$ cat src/rtl/hazard_ctrl.sv
// hazard_ctrl: pipeline hazard controller for the five-stage CPU.
// Resolves load-use and flag-dependency stalls, taken-branch flushes and
// front-end freezing during multi-cycle multiplies. It also keeps
// saturating stall/flush performance counters.
module hazard_ctrl #(
    parameter int MUL_LAT = 4,
    parameter int CNT_W   = 32
) (
    input  logic             clk,
    input  logic             rst,
    input  logic [4:0]       id_Rn,
    input  logic [4:0]       id_Rm,
    input  logic             id_useRn,
    input  logic             id_useRm,
    input  logic             id_isCondBr,
    input  logic             ex_MemRead,
    input  logic [4:0]       ex_Rd,
    input  logic             ex_FlagEn,
    input  logic             ex_mulStart,
    input  logic             mem_brTaken,
    output logic             pc_en,
    output logic             ifid_en,
    output logic             idex_en,
    output logic             ifid_flush,
    output logic             idex_flush,
    output logic             exmem_flush,
    output logic [CNT_W-1:0] stall_cnt,
    output logic [CNT_W-1:0] flush_cnt
);

    typedef enum logic [1:0] {
        RUN,
        MUL,
        LAST
    } state_t;

    // A one-cycle multiply never stalls; longer ones stall MUL_LAT-1 cycles,
    // the first of them in RUN, so the countdown starts at MUL_LAT-2.
    localparam bit         MUL_STALLS = (MUL_LAT >= 2);
    localparam logic [3:0] REM_INIT   = MUL_STALLS ? 4'(MUL_LAT - 2) : 4'd0;

    state_t     state, state_nx;
    logic [3:0] rem, rem_nx;

    logic rn_hit, rm_hit, load_use, flag_haz, bubble;

    assign rn_hit   = id_useRn && (id_Rn == ex_Rd);
    assign rm_hit   = id_useRm && (id_Rm == ex_Rd);
    // XZR reads as zero and never carries a loaded value.
    assign load_use = ex_MemRead && (ex_Rd != 5'd31) && (rn_hit || rm_hit);
    assign flag_haz = id_isCondBr && ex_FlagEn;
    assign bubble   = load_use || flag_haz;

    // State and multiply countdown register.
    always_ff @(posedge clk or posedge rst) begin
        if (rst) begin
            state <= RUN;
            rem   <= '0;
        end else begin
            state <= state_nx;
            rem   <= rem_nx;
        end
    end

    // Next-state and Mealy output decode, highest-priority hazard first.
    always_comb begin
        pc_en       = 1'b1;
        ifid_en     = 1'b1;
        idex_en     = 1'b1;
        ifid_flush  = 1'b0;
        idex_flush  = 1'b0;
        exmem_flush = 1'b0;
        state_nx    = state;
        rem_nx      = rem;

        if (rst) begin
            pc_en    = 1'b0;
            ifid_en  = 1'b0;
            idex_en  = 1'b0;
            state_nx = RUN;
            rem_nx   = '0;
        end else if (mem_brTaken) begin
            // Everything younger than the branch, including a multiply, dies.
            ifid_flush  = 1'b1;
            idex_flush  = 1'b1;
            exmem_flush = 1'b1;
            state_nx    = RUN;
            rem_nx      = '0;
        end else begin
            case (state)
                RUN: begin
                    if (ex_mulStart && MUL_STALLS) begin
                        pc_en       = 1'b0;
                        ifid_en     = 1'b0;
                        idex_en     = 1'b0;
                        exmem_flush = 1'b1;
                        rem_nx      = REM_INIT;
                        state_nx    = (REM_INIT != 4'd0) ? MUL : LAST;
                    end else if (bubble) begin
                        pc_en      = 1'b0;
                        ifid_en    = 1'b0;
                        idex_flush = 1'b1;
                    end
                end
                MUL: begin
                    pc_en       = 1'b0;
                    ifid_en     = 1'b0;
                    idex_en     = 1'b0;
                    exmem_flush = 1'b1;
                    if (rem <= 4'd1) begin
                        rem_nx   = '0;
                        state_nx = LAST;
                    end else begin
                        rem_nx = rem - 4'd1;
                    end
                end
                LAST: begin
                    // The multiply is still in ID/EX, so ex_mulStart is ignored.
                    if (bubble) begin
                        pc_en      = 1'b0;
                        ifid_en    = 1'b0;
                        idex_flush = 1'b1;
                    end
                    state_nx = RUN;
                end
                default: begin
                    state_nx = RUN;
                    rem_nx   = '0;
                end
            endcase
        end
    end

    // Saturating performance counters.
    always_ff @(posedge clk or posedge rst) begin
        if (rst) begin
            stall_cnt <= '0;
            flush_cnt <= '0;
        end else begin
            if (!pc_en && (stall_cnt != '1))
                stall_cnt <= stall_cnt + CNT_W'(1);
            if (mem_brTaken && (flush_cnt != '1))
                flush_cnt <= flush_cnt + CNT_W'(1);
        end
    end

endmodule

$ cat config.mk
export PLATFORM = sky130hd
export DESIGN_NAME = hazard_ctrl
export DESIGN_NICKNAME = d
export VERILOG_FILES = /design/src/rtl/hazard_ctrl.sv
export SDC_FILE = /design/constraint.sdc
export NUM_CORES = 1
export LEC_CHECK = 0
export BUFFER_PORTS_ARGS = -buffer_cell sky130_fd_sc_hd__buf_2
export CAP_MARGIN = 15
export CORE_UTILIZATION = 54
export CTS_CLUSTER_SIZE = 20
export DETAILED_ROUTE_END_ITERATION = 8
export HOLD_SLACK_MARGIN = 0.05
export PLACE_DENSITY_LB_ADDON = 0.05
export RECOVER_POWER = 25
export SLEW_MARGIN = 30
export SYNTH_ARGS = -nofsm -noshare
export SYNTH_HDL_FRONTEND = slang
export SYNTH_SLANG_ARGS = --single-unit
$ cat constraint.sdc
create_clock -name clk -period 2.5 [get_ports clk]
set_input_delay 0.375 -clock clk [delete_from_list [all_inputs] [get_ports clk]]
set_output_delay 0.375 -clock clk [all_outputs]
set_load 0.02 [all_outputs]
==> Yosys cells after proc, flatten, opt, wreduce, memory -nomap -nowiden <==
Cells that the tools add are included.
{ "word_totals": {"regBits": 70, "out_inout_bits": 70, "wordCells": 61} }
{ "op_classes": {"eq_ne": 10, "order_cmp": 1, "add_sub_neg": 3, "reduce_logical": 13, "mux": 30} }
{ "op_table": {"columns": ["operator", "n"], "rows": [
  ["32-bit by 1-bit adder with 32-bit output (second input constant)", 2],
  ["32-bit inequality test (second input constant)", 2],
  ["1-bit 2-to-1 mux", 16],
  ["4-bit 2-to-1 mux", 4],
  ["4-bit case mux with 3 select lines", 1],
  ["5-bit equality test", 2],
  ["2-bit 2-to-1 mux", 4],
  ["4-bit inequality test (second input constant)", 2],
  ["1-bit logical AND", 7],
  ["1-bit case mux with 2 select lines", 3],
  ["5-bit inequality test (second input constant)", 1],
  ["4-bit by 1-bit less-or-equal comparator with 1-bit output (second input constant)", 1],
  ["2-bit case mux with 2 select lines", 1],
  ["2-bit AND reduction", 2],
  ["4-bit by 1-bit subtractor with 4-bit output (second input constant)", 1],
  ["3-bit inequality test (second input constant)", 1],
  ["1-bit case mux with 3 select lines", 1],
  ["2-bit by 1-bit equality test with 1-bit output (second input constant)", 1],
  ["2-bit equality test (second input constant)", 1],
  ["2-bit zero test", 1],
  ["1-bit logical OR", 2],
  ["1-bit zero test", 1]
]} }

==> Logic depth before layout (Yosys ltp) <==
Gate-level depths: netlist of run 1.
{ "depth": {"depth_word": 12, "depth_mapped": 9, "depth_no_buf": 8} }

==> Worst setup path after synthesis of run 1 <==
OpenSTA, ideal clock, no wires.
{ "synth_timing": {"kind": "register to output", "start": "register state[0]", "end": "output port pc_en", "required_time_ns": 2.125, "n_path_buf": 3, "slack_ns": 0.137, "arrival_ns": 1.988, "stages_incl_launch_ff": 9, "path_cell_list": "dfrtp_1 buf_2 or2_1 a31oi_2 o31ai_1 o21a_2 inv_8 buf_4 buf_4"} }
{ "synth_between": {"elab_chain_len": 4} }
{ "synth_rtl": {"columns": ["item", "line_no", "text"], "rows": [
  ["start: declaration", "42", "state_t state, state_nx;"],
  ["start signal: assignment", "60", "state <= state_nx;"],
  ["2-bit equality test, or another cell as far along", null, null],
  ["1-bit case mux with 3 select lines *", null, null],
  ["1-bit 2-to-1 mux * (2 in a row)", null, null],
  ["end: declaration", "21", "output logic pc_en,"]
]} }
Every way passes the cells marked *; elsewhere a longest branch is shown, timed or not.

==> Final worst setup path of run 1 <==
{ "layout_timing": {"start": "input port mem_brTaken", "end": "output port pc_en"} }
{ "layout_between": {"elab_chain_len": 2} }
{ "layout_rtl": {"columns": ["item", "line_no", "text"], "rows": [
  ["start: declaration", "20", "input logic mem_brTaken,"],
  ["1-bit 2-to-1 mux", "82", "end else if (mem_brTaken) begin"],
  ["1-bit 2-to-1 mux", "76", "if (rst) begin"]
]} }
No other way between the ends.

==> impl_summary.txt, run 1 <==
----------------------------------------------------
[Yosys]
  Most used flip-flop cell after synthesis ... dfrtp_1
  Number of different library cells in the post-synthesis netlist ... 52
  Synthesized cell area ... 0.003787 mm2
  Proportion of synthesized flip-flops having asynchronous set or reset ... 1.000
  Ys Warns ... 0
  Number of cells produced by synthesis ... between 300 and 400
  Synthesized net count ... just under 400
  Top post-synthesis cells by count ... 70 x dfrtp_1, 40 x xor2_1, 30 x xnor2_1
  Top cell type by total area after synthesis ... dfrtp_1
  Top cells by area in the synthesized netlist ... dfrtp_1 46%, xor2_1 9.3%, xnor2_1 6.9%, nor4_2 4.0%, nand4_1 3.5%
  Cell with the most instances after synthesis ... dfrtp_1
  Seq/Total Area, Yosys ... 0.4625
  Number of synthesized flops with an enable pin ... 0
  Area share of the largest cell type after synthesis ... 0.4625
  Number of synthesized register bits ... 70
  Synth Area per Inst ... 10.38 um2

[CTS]
  Clock buffers created by TritonCTS ... 9
  Clock root buffer ... clkbuf_8
  CTS HTree Levels ... 3
  Clock latency reported for the late side of the worst-skew pair ... between 300 and 400 ps
  Number of buffers on the longest clock path ... 2
  Sinks on Clock Net ... 70
  Post-CTS clock slew at the launch and capture registers of the worst setup and hold paths ... around 70 ps
  Clock tree from TritonCTS ... built

[Worst setup path]
  Maximum fanout along the worst path ... 26
  Arrival time at the worst endpoint ... between 2000 and 2500 ps
  CP max stage cell ... o41ai_2
  Worst Setup End Kind ... primary output
  Delay of the slowest cell on the worst path ... between 400 and 500 ps
  Chain of cells forming the critical path ... buf_2 -> inv_1 -> nor2_1 -> o41ai_2 -> o21a_2 -> clkinv_8 -> buf_2
  Cell occurring most often along the worst timing path ... buf_2
  Critical path launch point type ... primary input
  Worst Setup Path Type ... in2out
  Required @ worst endpoint ... roughly 2100 ps

[STA]
  Slew of the pin with the lowest slew margin ... 869.4 ps
  Max Clock Skew ... ~12 ps
  Highest clock rate ... between 400 and 500 MHz
  Final number of hold-violating endpoints ... 0
  Setup repair after global routing missed its margin ... false
  Final period util ... 0.9531
  Min Tclk post-route ... around 2400 ps
  Setup TNS ... 0 ps
  Slew margin rel. ... 0.4204
  Post-route worst hold slack ... a little over 400 ps
  Final Setup Violations ... 0
  Final Max Slew Viols ... 0

[Cells and area]
  Ratio of cells with drive above 1 in the final layout ... 0.3186
  Number of diodes added for antenna fixing ... 0
  Synth-to-layout area growth ... 22.43%
  Combined area of the multi-input logic cells ... around 0.0019 mm2
  Area taken by flip-flops and latches ... around 0.0018 mm2
  Number of nets in the finished design ... approximately 500
  Number of standard cells in the final layout excluding fillers ... between 500 and 600
  Filler cells ... 556

[Floorplan]
  Core Box Area ... approximately 0.0068 mm2
  Count of boundary I/O pins ... 94
  Starting density of the core ... 0.5575
  Die height ... between 80 and 90 um
  Cell Rows ... 30
  Chip width ... ~86 um
  Die outline area ... 0.007352 mm2

[Detailed routing]
  Antenna Violating Nets Remaining ... 0
  Vias per inst ... 5.395
  Wire length per cell ... 14.47 um
  Residual DRC count ... 0
  Via count ... between 3000 and 4000
  DRT iter0 DRCs ... around 140
  Length of the first detailed-routing pass in iterations ... 4
  Wire length reported by the detailed router ... ~8.2 mm

[Flow run]
  Number of max-capacitance violations reported ... 0

[GRT]
  Number of global-route vias before repair ... 2959
  Wire length of the first global-routing pass ... roughly 14 mm
  Combined global-route utilization of all metal layers ... 0.2381
  Overall overflow remaining after global route ... 0
  Number of antenna violations at the first check in global routing ... 0
  Pin count of the biggest net entering global routing ... 65

[Pwr]
  Static leakage ... around 2.3 nW
  Total power density per cell area ... 746.6 mW/mm2
  Worst-case vdd ir drop ... 511.2 uV

[Worst hold path]
  Kind of path behind the tightest hold check ... in2reg

[Outcome]
  Outcome ... finished clean

[Placement]
  HPWL after detailed placement ... between 6 and 7 mm
  Port bufs ... 93
  Post-Place Cells ... about 550
  Gp weighted congestion ... around 0.86

----------------------------------------------------
## path summary, 6_finish.rpt
path	from	endpoint	slack (ps)	cells after the start
max in group asynchronous	rst	flush_cnt[2]	660	4
hold reg to reg	flush_cnt[5]	flush_cnt[5]	500	1
hold / removal	ex_mulStart	rem[0]	410	4
setup / recovery	mem_brTaken	pc_en	120	7
setup reg to reg	stall_cnt[16]	stall_cnt[1]	290	6
min in group asynchronous	rst	flush_cnt[8]	670	3
## cell usage in the layout (no fill, tap or decap), drive strengths merged, types with 4 or more instances in the layout
master  netlist  layout
nand2        27      27
nor2         26      26
xor2         40      40
nor3         17      17
nor4b         4       4
dfrtp        70      70
o21ai         5       5
nand4        22      22
a21oi         7       7
nor4         19      19
and3         14      14
inv          16      15
xnor2        30      30
ha            4       4
clkbuf        5      13
nand3        25      25
buf           6     101
## timing repair
| item | 4_1_cts | 5_1_grt |
|---|---|---|
| hold buffers | 1 | 0 |
| setup buffers | 0 | 0 |
| gates resized for setup | 0 | 2 |
| setup endpoints to repair | 0 | 2 |
| endpoints found under the hold margin | 6 | 0 |
## state kept, by name, summed over array words and instances, names as in the netlist
name	cells
flush_cnt	32
rem	4
stall_cnt	32
state	2
## cell families (layout without fill, tap and decap cells)
family	Yosys count	in the layout	share of synthesized area
adders and majority gates	4	4	0.01321
muxes	2	2	0.006936
xor gates and xnor gates	70	70	0.1619
AOI/OAI and AO/OA	24	24	0.04625
buffers and inverters	27	136	0.03535
and+or+nand+nor	168	168	0.2739
DFF	70	70	0.4625
## final cells by class
class | instances | area share
inverter | 16 | 0.01565
sequential | 70 | 0.3778
clock buffer | 11 | 0.03265
timing repair buffer | 104 | 0.1185
tap | 96 | 0.02590
multi-input combinational | 268 | 0.4120
clock inverter | 5 | 0.01754
## critical path, delay by kind of cell
kind / cells / cell delay [ps]
AND/OR/NAND/NOR: 1 / 130
buffers and inverters: 4 / 720
AO/OA/AOI/OAI: 2 / 760
## power by group
group	switching, mW	internal (mW)
combinational	0.573	0.339
sequential	0.205	1.29
clock	0.434	0.616
total	1.21	2.25
## layer usage
layer,share of wire,global-route usage,vias up
li1,-,-,1496
met5,0,0,-
met4,0.016,0.1045,0
met1,0.49,0.3382,1477
met2,0.44,0.3571,92
met3,0.051,0.04620,10
## metrics by stage
step | utilization | total power [mW] | worst slack, ps | cell area (um2)
after floorplan | - | 2.093 | 136.8 | 3787
after global placement | 0.6468 | 2.408 | 198.9 | 4394
after detailed placement | 0.6468 | 2.434 | 150.5 | 4394
after CTS | 0.6825 | 3.479 | 35.86 | 4637
after global routing | 0.6825 | 3.625 | 18.36 | 4637
final | 0.6825 | 3.462 | 117.3 | 4637
(Power assumes the default switching activity.)
==> run 2, diff against run 1 <==
--- a/config.mk
+++ b/config.mk
@@ -7,12 +7,14 @@
 export LEC_CHECK = 0
 export BUFFER_PORTS_ARGS = -buffer_cell sky130_fd_sc_hd__buf_2
 export CAP_MARGIN = 15
-export CORE_UTILIZATION = 54
+export CORE_UTILIZATION = 55
+export CTS_BUF_LIST = sky130_fd_sc_hd__clkbuf_2
 export CTS_CLUSTER_SIZE = 20
 export DETAILED_ROUTE_END_ITERATION = 8
 export HOLD_SLACK_MARGIN = 0.05
 export PLACE_DENSITY_LB_ADDON = 0.05
 export RECOVER_POWER = 25
+export SKIP_LAST_GASP = 1
 export SLEW_MARGIN = 30
 export SYNTH_ARGS = -nofsm -noshare
 export SYNTH_HDL_FRONTEND = slang
==> impl_summary.txt, run 2 (synthesized netlist as in run 1, its figures left out) <==
----------------------------------------------------
[Cells and area]
  Number of standard cells in the final layout excluding fillers ... 551 (-3.3%)
  Number of diodes added for antenna fixing ... 0 (unchanged)
  Number of nets in the finished design ... 498 (+0.20%)
  Ratio of cells with drive above 1 in the final layout ... 0.3186 (unchanged)
  Largest registers ranked by flip-flop count ... flush_cnt x32, stall_cnt x32, rem x4
  Design Area, Final ... 0.004458 mm2 (-3.9%)
  Most common cell after layout, fill and taps aside ... buf_2
  Filler cells ... 551 (-0.90%)
  Util after Layout ... 0.6864 (+0.003875)
  Synth-to-layout area growth ... 17.71%
  Highest-count cells in the layout ignoring fill and taps ... 90 x buf_2, 70 x dfrtp_1, 40 x xor2_1

[Placement]
  Worst-case setup slack after placement ... 287.8 ps (+137.4 ps)
  Instance area at placement ... 0.004370 mm2 (-0.54%)
  HPWL after detailed placement ... 5.916 mm (-1.5%)
  Gp weighted congestion ... 0.7939 (-7.9%)
  Port bufs ... 93 (unchanged)
  Post-Place Cells ... 534 (-3.4%)

[GRT]
  Number of antenna violations at the first check in global routing ... 0 (unchanged)
  Number of global-route vias before repair ... 2832 (-4.3%)
  Overall overflow remaining after global route ... 0 (unchanged)
  Wire length of the first global-routing pass ... 13.39 mm (-2.4%)
  Pin count of the biggest net entering global routing ... 38 (-42%)
  Combined global-route utilization of all metal layers ... 0.2344 (-0.003750)

[Pwr]
  Total power density per cell area ... 647.0 mW/mm2 (-13%)
  Worst-case vdd ir drop ... 585.5 uV (+15%)
  Static leakage ... 2.243 nW (-2.4%)
  Total chip power ... 2.884 mW (-17%)

[Detailed routing]
  Residual DRC count ... 8 (+8)
  Via count ... 3053 (-0.72%)
  Length of the first detailed-routing pass in iterations ... 7 (+3)
  Antenna Violating Nets Remaining ... 0 (unchanged)
  DRT iter0 DRCs ... 129 (-4.4%)
  Wire length per cell ... 14.58 um (+0.76%)
  Wire length reported by the detailed router ... 8.033 mm (-2.6%)
  Vias per inst ... 5.541 (+2.7%)

[Floorplan]
  Starting density of the core ... 0.5831 (+0.02567)
  Count of boundary I/O pins ... 94 (unchanged)
  Core Box Area ... 0.006495 mm2 (-4.4%)
  Die height ... 84.98 um (-0.89%)
  Die outline area ... 0.007222 mm2 (-1.8%)
  Chip width ... 84.98 um (-0.89%)
  Cell Rows ... 29 (-3.3%)

[Outcome]
  Violations in the final reports ... DRC
  Outcome ... complete, but fails checks

[STA]
  Final Max Slew Viols ... 0 (unchanged)
  Final number of hold-violating endpoints ... 0 (unchanged)
  Post-route worst hold slack ... 311.9 ps (-101.2 ps)
  Min Tclk post-route ... 2339 ps (-44.04 ps)
  Max Clock Skew ... 25.53 ps (+13.58 ps)
  Final Setup Violations ... 0 (unchanged)
  Setup TNS ... 0 ps (unchanged)
  Final setup slack of the worst path ... 161.4 ps (+44.04 ps)
  Slew margin rel. ... 0.1026 (-0.3178)
  Highest clock rate ... 427.6 MHz (+1.9%)
  Setup repair after global routing missed its margin ... false
  Final period util ... 0.9354 (-0.01762)
  Slew of the pin with the lowest slew margin ... 1345 ps (+475.3 ps)

[Worst setup path]
  Worst Setup Path Type ... reg2out
  Arrival time at the worst endpoint ... 1960 ps (-50 ps)
  Critical path launch point type ... register
  Maximum fanout along the worst path ... 13 (-50%)
  Worst Setup End Kind ... primary output
  Required @ worst endpoint ... 2120 ps (about the same)

[CTS]
  Post-CTS clock slew at the launch and capture registers of the worst setup and hold paths ... 190 ps (+120 ps)
  CTS HTree Levels ... 3 (unchanged)
  Hold buffer count at CTS ... 0 (-1)
  Clock latency reported for the late side of the worst-skew pair ... 460 ps (+120 ps)
  Clock root buffer ... clkbuf_2
  Clock buffers created by TritonCTS ... 9 (unchanged)
  Number of buffers on the longest clock path ... 2 (unchanged)
  Sinks on Clock Net ... 70 (unchanged)
  Clock tree from TritonCTS ... built

[Worst hold path]
  Kind of path behind the tightest hold check ... in2reg

[Flow run]
  Number of max-capacitance violations reported ... 0 (unchanged)

----------------------------------------------------
==> run 2: cell count changes in the layout (fill, tap and decap cells not counted), sizes merged <==
cell | before | now
bufinv | 2 | 0
dlygate4sd3 | 1 | 0
clkinvlp | 1 | 0
inv | 15 | 17
clkbuf | 13 | 15
==> run 2: power breakdown <==
group,switching [mW],internal (mW)
clock network,0.361,0.131
logic,0.561,0.329
registers,0.208,1.29
==> run 2: worst max-delay path, cell delays in order, from the launching register on <==
cell,delay [ps]
dfrtp_1,420
or2_4,270
a31oi_4,180
o31ai_2,110
o21a_2,250
inv_8,120
buf_4,150
==> run 2: per-layer routing <==
metal / global-route usage / vias up / routed length (um)
met5: 0 / - / 0
met4: 0.06780 / 0 / 29
met3: 0.05545 / 2 / 353
met2: 0.3717 / 84 / 3824
met1: 0.3227 / 1472 / 3826
li1: - / 1495 / -
==> run 2: worst paths after layout <==
check / cells past startpoint / slack, ps / start / endpoint
min: 4 / 310 / ex_mulStart / rem[0]
max: 6 / 160 / state[0] / pc_en
min in group asynchronous: 2 / 400 / rst / state[0]
max reg2reg: 6 / 250 / stall_cnt[9] / stall_cnt[1]
min reg2reg: 1 / 500 / flush_cnt[5] / flush_cnt[5]
max in group asynchronous: 3 / 660 / rst / stall_cnt[30]
==> run 2: layout make-up <==
type                    count  area [um2]  area share
inverters                  16       67.56     0.01516
multi-input cells         268        1918      0.4303
repair inverters            1       6.256    0.001403
clock buffers              12       60.06     0.01347
flip-flops and latches     70        1752      0.3929
well taps                  77       96.34     0.02161
clock inverters             3       12.51    0.002807
repair buffers            104       545.5      0.1224
==> run 2: repair_timing <==
item / 4_1_cts / 5_1_grt
gates cloned: 1 / 0
pin swaps: 0 / 1
resized for setup: 3 / 2
setup buffers: 1 / 0
setup endpoints to repair: 2 / 2
==> run 3, diff against run 2 <==
--- a/config.mk
+++ b/config.mk
@@ -7,8 +7,9 @@
 export LEC_CHECK = 0
 export BUFFER_PORTS_ARGS = -buffer_cell sky130_fd_sc_hd__buf_2
 export CAP_MARGIN = 15
-export CORE_UTILIZATION = 55
+export CORE_UTILIZATION = 53
 export CTS_BUF_LIST = sky130_fd_sc_hd__clkbuf_2
+export CTS_CLUSTER_DIAMETER = 200
 export CTS_CLUSTER_SIZE = 20
 export DETAILED_ROUTE_END_ITERATION = 8
 export HOLD_SLACK_MARGIN = 0.05
==> impl_summary.txt, run 3 (synthesized netlist as in run 1, its figures left out) <==
----------------------------------------------------
[Outcome]
  Outcome ... finished clean

[STA]
  Final period util ... 0.9472 (+0.01174)
  Final setup slack of the worst path ... 132.0 ps (-29.34 ps)
  Final Setup Violations ... 0 (unchanged)
  Setup TNS ... 0 ps (unchanged)
  Final Max Slew Viols ... 0 (unchanged)
  Slew margin rel. ... 0.3595 (+0.2569)
  Slew of the pin with the lowest slew margin ... 960.8 ps (-383.9 ps)
  Min Tclk post-route ... 2368 ps (+29.34 ps)
  Highest clock rate ... 422.3 MHz (-1.2%)
  Final number of hold-violating endpoints ... 0 (unchanged)
  Post-route worst hold slack ... 252.9 ps (-59.01 ps)
  Max Clock Skew ... 34.99 ps (+9.464 ps)
  Setup repair after global routing missed its margin ... false

[Worst setup path]
  Arrival time at the worst endpoint ... 1990 ps (+30 ps)
  Worst Setup End Kind ... primary output
  Worst Setup Path Type ... reg2out
  Required @ worst endpoint ... 2120 ps (about the same)
  Maximum fanout along the worst path ... 13 (unchanged)
  Critical path launch point type ... register

[CTS]
  Number of buffers on the longest clock path ... 2 (unchanged)
  Clock buffers created by TritonCTS ... 9 (unchanged)
  Clock latency reported for the late side of the worst-skew pair ... 500 ps (+40 ps)
  Post-CTS clock slew at the launch and capture registers of the worst setup and hold paths ... 180 ps (about the same)
  Clock root buffer ... clkbuf_2
  Sinks on Clock Net ... 70 (unchanged)
  CTS HTree Levels ... 3 (unchanged)
  Clock tree from TritonCTS ... built

[Detailed routing]
  Residual DRC count ... 0 (-8)
  Wire length per cell ... 14.18 um (-2.7%)
  Wire length reported by the detailed router ... 8.139 mm (+1.3%)
  DRT iter0 DRCs ... 100 (-22%)
  Via count ... 3044 (-0.29%)
  Vias per inst ... 5.303 (-4.3%)
  Antenna Violating Nets Remaining ... 0 (unchanged)
  Length of the first detailed-routing pass in iterations ... 4 (-3)

[GRT]
  Number of antenna violations at the first check in global routing ... 0 (unchanged)
  Wire length of the first global-routing pass ... 13.36 mm (-0.25%)
  Combined global-route utilization of all metal layers ... 0.2319 (-0.002484)
  Pin count of the biggest net entering global routing ... 32 (-16%)
  Number of global-route vias before repair ... 2864 (+1.1%)
  Overall overflow remaining after global route ... 0 (unchanged)

[Pwr]
  Total chip power ... 3.032 mW (+5.1%)
  Static leakage ... 2.271 nW (+1.3%)
  Total power density per cell area ... 668.4 mW/mm2 (+3.3%)
  Worst-case vdd ir drop ... 578.5 uV (-1.2%)

[Floorplan]
  Core Box Area ... 0.006832 mm2 (+5.2%)
  Chip width ... 86.54 um (+1.8%)
  Cell Rows ... 30 (+3.4%)
  Starting density of the core ... 0.5544 (-0.02873)
  Die outline area ... 0.007488 mm2 (+3.7%)
  Die height ... 86.54 um (+1.8%)
  Count of boundary I/O pins ... 94 (unchanged)

[Worst hold path]
  Kind of path behind the tightest hold check ... in2reg

[Cells and area]
  Synth-to-layout area growth ... 19.76%
  Ratio of cells with drive above 1 in the final layout ... 0.3222 (+0.003610)
  Most common cell after layout, fill and taps aside ... buf_2
  Number of diodes added for antenna fixing ... 0 (unchanged)
  Largest registers ranked by flip-flop count ... flush_cnt x32, stall_cnt x32, rem x4
  Design Area, Final ... 0.004536 mm2 (+1.7%)
  Util after Layout ... 0.6639 (-0.02246)
  Number of nets in the finished design ... 501 (+0.60%)
  Highest-count cells in the layout ignoring fill and taps ... 91 x buf_2, 70 x dfrtp_1, 40 x xor2_1
  Number of standard cells in the final layout excluding fillers ... 574 (+4.2%)

[Placement]
  Post-Place Cells ... 555 (+3.9%)
  Gp weighted congestion ... 0.8157 (+2.7%)
  HPWL after detailed placement ... 5.970 mm (+0.91%)
  Port bufs ... 93 (unchanged)
  Instance area at placement ... 0.004397 mm2 (+0.60%)
  Worst-case setup slack after placement ... 320.3 ps (+32.46 ps)

[Flow run]
  Number of max-capacitance violations reported ... 0 (unchanged)

----------------------------------------------------
[run 3: where the power goes]
group / total (mW) / internal [mW] / switching [mW]
clock network: 0.619 / 0.224 / 0.395
logic: 0.920 / 0.345 / 0.576
registers: 1.49 / 1.29 / 0.198
[run 3: worst max-delay path, stage by stage, from the launching register on]
cell and delay [ps]:
dfrtp_1 410, or2_1 290, a31oi_4 190, o31ai_2 120
o21a_2 250, inv_8 110, buf_4 150
[run 3: cell type report]
type | count | area, um2
clock buffer | 10 | 50.05
clock inverter | 6 | 52.55
fill | 596 | 2296
inverter | 16 | 67.56
multi-input combinational | 268 | 1916
sequential | 70 | 1752
tap | 96 | 120.1
timing repair buffer | 107 | 571.8
timing repair inverter | 1 | 6.256
[run 3: final timing paths]
path                                    start             to  slack (ps)  depth (start not counted)
worst max-delay path                 state[0]          pc_en         130                          6
worst min-delay path              ex_mulStart         rem[0]         250                          4
worst max register to register   stall_cnt[9]   stall_cnt[1]         280                          6
worst min register to register  flush_cnt[10]  flush_cnt[10]         500                          1
max in group asynchronous                 rst  flush_cnt[24]         500                          4
min in group asynchronous                 rst  flush_cnt[12]         660                          3
[run 3: repair_timing]
action | 4_1_cts | 5_1_grt
resized for setup | 0 | 4
cloned | 1 | 0
pin swaps | 1 | 0
endpoints found under the setup margin | 2 | 2
endpoints found under the hold margin | 20 | 0
buffers inserted | 1 | 0
hold buffers | 1 | 0
[run 3: routing by layer]
| layer | track usage | part of all wire | up-vias | wire length (um) |
|---|---|---|---|---|
| met5 | 0 | 0 | - | 0 |
| met4 | 0.09848 | 0.017 | 0 | 140 |
| met3 | 0.04000 | 0.049 | 13 | 397 |
| met2 | 0.3651 | 0.46 | 86 | 3737 |
| met1 | 0.3180 | 0.47 | 1438 | 3864 |
| li1 | - | - | 1507 | - |
